File: src/rtl/ss_scan_decoder.sv
// ss_scan_decoder: recovers hex digits from a multiplexed 7-segment bus and frames one full scan
module ss_scan_decoder #(
  parameter int NUM_DIGITS    = 4,
  parameter int STABLE_CYCLES = 8
) (
  input  logic                    clk,
  input  logic                    rst_n,
  input  logic [6:0]              ss,
  input  logic [NUM_DIGITS-1:0]   dig_sel,
  output logic [4*NUM_DIGITS-1:0] out_hex,
  output logic [NUM_DIGITS-1:0]   out_blank,
  output logic [NUM_DIGITS-1:0]   out_err,
  output logic                    out_valid,
  input  logic                    out_ready
);
  localparam int CW = $clog2(STABLE_CYCLES + 1);
  typedef enum logic {COLLECT, PRESENT} state_t;
  state_t                state, state_nxt;
  logic [6:0]            ss_q;
  logic [NUM_DIGITS-1:0] sel_q, mask, mask_nxt;
  logic [CW-1:0]         cnt, cnt_nxt;
  logic                  onehot, same, cap, wr;
  logic [3:0]            dec_hex;
  logic                  dec_blank, dec_err;

  function automatic logic [5:0] decode(input logic [6:0] p);
    case (p)
      7'h3F: decode = 6'h00;
      7'h06: decode = 6'h01;
      7'h5B: decode = 6'h02;
      7'h4F: decode = 6'h03;
      7'h66: decode = 6'h04;
      7'h6D: decode = 6'h05;
      7'h7D: decode = 6'h06;
      7'h07: decode = 6'h07;
      7'h7F: decode = 6'h08;
      7'h67: decode = 6'h09;
      7'h77: decode = 6'h0A;
      7'h7C: decode = 6'h0B;
      7'h39: decode = 6'h0C;
      7'h5E: decode = 6'h0D;
      7'h79: decode = 6'h0E;
      7'h71: decode = 6'h0F;
      7'h00: decode = 6'h10;
      default: decode = 6'h20;
    endcase
  endfunction

  assign {dec_err, dec_blank, dec_hex} = decode(ss);
  assign onehot    = $onehot(dig_sel);
  assign same      = (ss == ss_q) && (dig_sel == sel_q);
  assign cnt_nxt   = !onehot ? '0 : !same ? CW'(1) : (cnt == CW'(STABLE_CYCLES)) ? cnt : cnt + 1'b1;
  // capture only on the 7->8 style transition so a saturated run never re-fires
  assign cap       = onehot && same && (cnt == CW'(STABLE_CYCLES - 1));
  assign wr        = cap && (state == COLLECT);
  assign out_valid = (state == PRESENT);

  always_comb begin
    state_nxt = state;
    mask_nxt  = mask;
    if (state == COLLECT) begin
      mask_nxt  = wr ? (mask | dig_sel) : mask;
      state_nxt = &mask ? PRESENT : COLLECT;
    end else if (out_ready) begin
      mask_nxt  = '0;
      state_nxt = COLLECT;
    end
  end

  always_ff @(posedge clk or negedge rst_n) begin
    if (!rst_n) begin
      state     <= COLLECT;
      ss_q      <= '0;
      sel_q     <= '0;
      cnt       <= '0;
      mask      <= '0;
      out_hex   <= '0;
      out_blank <= '0;
      out_err   <= '0;
    end else begin
      state <= state_nxt;
      ss_q  <= ss;
      sel_q <= dig_sel;
      cnt   <= cnt_nxt;
      mask  <= mask_nxt;
      for (int i = 0; i < NUM_DIGITS; i++)
        if (wr && dig_sel[i]) begin
          out_hex[4*i +: 4] <= dec_hex;
          out_blank[i]      <= dec_blank;
          out_err[i]        <= dec_err;
        end
    end
  end
endmodule

File: config.mk
export PLATFORM = sky130hd
export DESIGN_NAME = ss_scan_decoder
export DESIGN_NICKNAME = d
export VERILOG_FILES = /design/src/rtl/ss_scan_decoder.sv
export SDC_FILE = /design/constraint.sdc
export NUM_CORES = 1
export LEC_CHECK = 0
export CAP_MARGIN = 20
export CORE_UTILIZATION = 52
export DETAILED_ROUTE_END_ITERATION = 8
export GPL_TIMING_DRIVEN = 0
export PLACE_DENSITY = 0.79
export SLEW_MARGIN = 20
export SYNTH_ARGS = -nofsm -noshare
export SYNTH_HDL_FRONTEND = slang
export SYNTH_SLANG_ARGS = --single-unit
File: constraint.sdc
create_clock -name clk -period 2.2 [get_ports clk]
set_input_delay 0.44 -clock clk [delete_from_list [all_inputs] [get_ports clk]]
set_output_delay 0.44 -clock clk [all_outputs]
set_load 0.02 [all_outputs]
; ---- Word-level counts from Yosys, hierarchy flattened
; Cells that the tools add are included.
[totals]
regBits = 44
latch_bits = 0
ramBits = 0
rom_bits = 0
inputBits = 14
out_inout_bits = 25
wordCells = 68
mem_count = 0
[op_classes]
n_addsub = 4
n_mul = 0
div_mod_pow = 0
n_lt_le_gt_ge = 0
eq_ne = 23
n_shift = 0
muxes = 10
bitwise = 2
n_reduce_logical = 12
[op_table]
columns = op, n
row1 = one-hot mux 6 bit (17 select lines), 1
row2 = equality test 7 bit (second input constant), 12
row3 = two-way mux 4 bit, 6
row4 = equality test 7 x 3 -> 1 bit (second input constant), 2
row5 = equality test 7 x 6 -> 1 bit (second input constant), 2
row6 = logical AND 1 bit, 8
row7 = equality test 7 bit, 1
row8 = zero test 7 bit, 1
row9 = adder 1 x 1 -> 2 bit, 2
row10 = adder 4 x 1 -> 4 bit (second input constant), 1
row11 = equality test 4 x 3 -> 1 bit (second input constant), 1
row12 = equality test 4 bit, 1
row13 = equality test 4 bit (second input constant), 1
row14 = bitwise OR 4 bit, 1
row15 = AND reduction 4 bit, 1
row16 = adder 2 x 2 -> 3 bit, 1
row17 = equality test 3 x 1 -> 1 bit (second input constant), 1
row18 = two-way mux 1 bit, 3
row19 = inequality test 3 bit (second input constant), 1
row20 = inequality test 2 bit (second input constant), 1
row21 = AND reduction 2 bit, 1
row22 = nonzero test 2 bit, 1
row23 = inverter 1 bit, 1

; ---- Longest topological paths before layout
[depth]
ltp_word = 8
ltp_mapped = 11

; ---- Least setup slack after synthesis
; No wires, ideal clock.
[synth_path]
path_type = input port to flip-flop
start = input dig_sel[0]
end = register out_blank[0]
setup_ps = 125
arrival_time_ps = 2662
required_ps = 2075
setup_slack_ps = -587
cell_stages = 11
n_path_buf = 1
cell_sequence = inv_1 > fa_1 > inv_1 > ha_1 > ha_1 > nor2_1 > nand2_1 > nor4_1 > and3_1 > buf_2 > mux2_2
[synth_between]
elab_chain_len = 7
word_cells_on_any_way = 9
[synth_rtl]
columns = item, line_no
row1 = from (decl), 9  ; input logic [NUM_DIGITS-1:0] dig_sel,
row2 = adder 1 x 1 -> 2 bit (implied by the code), 50  ; assign onehot = $onehot(dig_sel);
row3 = adder 2 x 2 -> 3 bit (implied by the code), 50
row4 = equality test 3 x 1 -> 1 bit, 50
row5 = logical AND 1 bit (2 in series), 54  ; assign cap = onehot && same && (cnt == CW'(STABLE_CYCLES - 1));
row6 = logical AND 1 bit, 55  ; assign wr = cap && (state == COLLECT);
row7 = logical AND 1 bit (*), 87  ; if (wr && dig_sel[i]) begin
row8 = "to (signal, indexed assignment)", 89  ; out_blank[i] <= dec_blank;
row9 = to (decl), 11  ; output logic [NUM_DIGITS-1:0] out_blank,
; Mark *: on every way between the ends. The rest lies on a longest branch, timed or not.
; A chain may end at the register's enable or synchronous reset.

; ---- Worst setup path in the final report
[layout_path]
start = input dig_sel[1]
end = register out_hex[9]
[layout_between]
elab_chain_len = 7
word_cells_on_any_way = 9
[layout_rtl]
columns = item, line_no
row1 = adder 1 x 1 -> 2 bit (implied by the code), 50
row2 = adder 2 x 2 -> 3 bit (implied by the code), 50
row3 = equality test 3 x 1 -> 1 bit, 50
row4 = logical AND 1 bit (*) (2 in series), 54
row5 = logical AND 1 bit (*), 55
row6 = logical AND 1 bit (*), 87
row7 = "to (signal, indexed assignment)", 88  ; out_hex[4*i +: 4] <= dec_hex;
row8 = to (decl), 10  ; output logic [4*NUM_DIGITS-1:0] out_hex,
; Marked as above.

==> out/results.txt <==
Status: complete, but fails checks
Failing checks: setup timing
GPL Wtd Cong: 0.904
Tcrit/Tclk final: 110%
FF-to-FF setup slack: 0.33 ns
PnR worst setup slack: -0.228 ns
Core area: 0.00406 mm^2
Die X: 67.5 um
Most frequent cells in the layout: 44 x dfrtp_1, 34 x clkdlybuf4s50_1, 24 x mux2_4
Ant diodes: 0
Multi-input gate area: 0.00114 mm^2
Net count, final: 270
Maximum vdd drop: 0.000397 V
CP top delay family: adder cells
Initial antenna violation count: 0
Post-DRT Antenna Nets: 0
Layout Skew: 0.00803 ns
Final Critical Period: 2.43 ns
Worst-path cell chain: buf_8, inv_4, fa_1, inv_1, ha_2, ha_4, nor2_4, nand2_2, nor4_4, and3_1, buf_6, mux2_4
CP Data Arrival Time: 2.62 ns
Critical Path End Type: flip-flop
Hold Vio Cnt, Final: 0
Initial DRC Count: 110
Max incr delay on CP: 0.52 ns
Final instance area: 0.00303 mm^2
CTS Hold Bufs: 0
Vias: 1,679
Int Pwr: 1170 uW
Fraction of layout cells with a size suffix above 1: 27.8%
Avg Cell Area, Syn: 11.3 um^2
Area delta synth->final: 35.6%
Via density: 5.56
H-tree depth: 2
Row count: 23
Synth cell types: 42
Max Root-Sink Buffers: 2
Worst Path Max Fanout: 7
Post-Syn Area: 0.00223 mm^2
RSZ-0062 raised after global routing: yes
Final TNS setup: -5.34 ns
Filler Cell Count: 269
Startpoint types: input pin
Dpl cell area: 0.00282 mm^2
Pins Over Slew Limit: 0
Final setup fails: 27
Most common cell after layout, fill and taps aside: dfrtp_1
CTS tree: done
RR Startpoint: sel_q[3]
Die Y: 67.5 um
Input/output buffers: 38
DRC: 0
Syn_nets: 217
DR pass1 iterations: 4
Register Area: 0.00110 mm^2
PD cells: 521 mW/mm^2
Sinks on Clock Net: 44
Hold Path Class: input pin to async pin
Die Area: 0.00456 mm^2
Clock network power share: 33.4%
HPWL Detailed: 3330 um
Max-cap violations: 0
Largest net degree at the start of global routing: 29
Clock root buffer master: clkbuf_8
Gr ovfl total: 0
Slowest cell on crit path: fa_1
Vias in the first global route: 1,600
Drt total wl: 4800 um
Comb pwr share: 14.0%
Static Leakage: 0.00136 uW
Sw frac: 25.5%
Initial core utilization: 55.0%
WS Path Type: input pin to flip-flop
Max_slew headroom: 61.7%
First-pass GRT wire length: 7940 um
Cells after Synth: 198
Top Ports: 39
CP startpoint: dig_sel[1]
Clock latency at the later pin of the worst-skew pair: 0.31 ns
Total track usage: 24.3%
WP buf/inv: 4
Synth warn: 0
Max Clock Freq: 0.412 GHz
TritonCTS Buffers: 5
CP required: 2.39 ns
Worst slew pin tran: 0.570 ns
Clk slew on worst S/H paths: 0.08 ns
Post-synthesis sequential area ratio: 49.4%
Synthesis-stage register bit count: 44
Reg power frac: 52.6%
Drt wl/cell: 15.9 um
P_sw: 403 uW
[final timing paths]
check / to / cells after the start
worst max register to register: out_hex[9] / 6
max in group asynchronous: ss_q[1] / 2
worst min register to register: mask[3] / 1
worst min-delay path: out_valid / 1
worst max-delay path: out_hex[9] / 12
min in group clk: sel_q[3] / 1
[kinds of logic (layout without fill, tap and decap cells)]
group | after synthesis | in the layout | synth area share, %
AND/OR/NAND/NOR | 59 | 59 | 15.7
flip-flops | 44 | 44 | 49.4
multiplexers | 26 | 26 | 13.0
AO/OA/AOI/OAI | 25 | 25 | 7.29
buffers and inverters | 24 | 78 | 5.61
XOR/XNOR | 15 | 15 | 5.89
adder cells (fa/ha/maj) | 5 | 5 | 3.14
[layer usage]
layer	GRT usage (%)	routed length, um
met1	33.1	2360
met2	37.3	2210
met4	9.31	78
met3	5.74	152
met5	0	0
[cell usage after synthesis, drive strengths merged]
cell,instances,area share (%)
nor2,8,1.3
nand2,10,1.7
o31ai,1,0.34
nand3,7,1.6
ha,4,2.2
a311oi,1,0.39
inv,10,1.7
o32ai,1,0.39
nand4b,2,0.79
nand2b,4,1.1
a2111oi,1,0.39
mux2i,2,0.90
o21ai,2,0.45
fa,1,0.90
o22ai,2,0.56
nand4,4,1.1
a221o,1,0.45
nor3,5,1.3
nor4bb,1,0.45
or4,1,0.50
a31oi,2,0.56
a21o,4,1.3
nor4b,1,0.39
xor2,1,0.39
a21oi,9,2.0
nor4,5,2.1
o31a,1,0.39
dfrtp,44,49
xnor2,14,5.5
mux2,24,12
clkbuf,1,0.22
or3,2,0.56
nor3b,1,0.34
and3,5,1.4
and2,1,0.28
buf,13,3.7
and3b,1,0.39
nand3b,1,0.34
[final cells by class]
cell class,instances,share of cell area (%)
Buffer,14,3.72
Clock buffer,6,2.73
Clock inverter,2,0.331
Inverter,10,1.57
Multi-Input combinational cell,130,37.7
Sequential cell,44,36.4
Tap cell,50,2.07
Timing Repair Buffer,46,15.5
[stage by stage]
stage | power [uW] | cells | utilization, % | setup WS (ns) | hold WS, ns
2_1_floorplan | 955 | 198 | - | -0.373 | 0.144
3_3_place_gp | 1030 | 286 | 69.1 | -1.28 | 0.460
3_5_place_dp | 1030 | 287 | 69.5 | -1.34 | 0.394
4_1_cts | 1580 | 302 | 74.4 | -0.297 | 0.0698
5_1_grt | 1650 | 302 | 74.6 | -0.298 | 0.0741
6_report | 1580 | 302 | 74.6 | -0.228 | 0.0490
[registers in the layout, indices dropped and copies added, names as in the netlist]
register	flops
mask	4
cnt	4
ss_q	7
out_blank	4
out_err	4
sel_q	4
out_valid	1
out_hex	16
[repair_timing]
item	CTS	global route
setup buffers	7	0
pin swaps	9	7
endpoints found under the setup margin	32	28
resized for setup	30	2
[power by group through the flow]
stage / Clock, uW / Combinational, uW / Sequential (uW)
after detailed placement: 0 / 189 / 845
after floorplan: 0 / 111 / 844
final: 526 / 221 / 829
after CTS: 531 / 221 / 829
after global placement: 0 / 181 / 844
after global routing: 577 / 243 / 832
No activity file was read; power rests on OpenSTA's default activity.
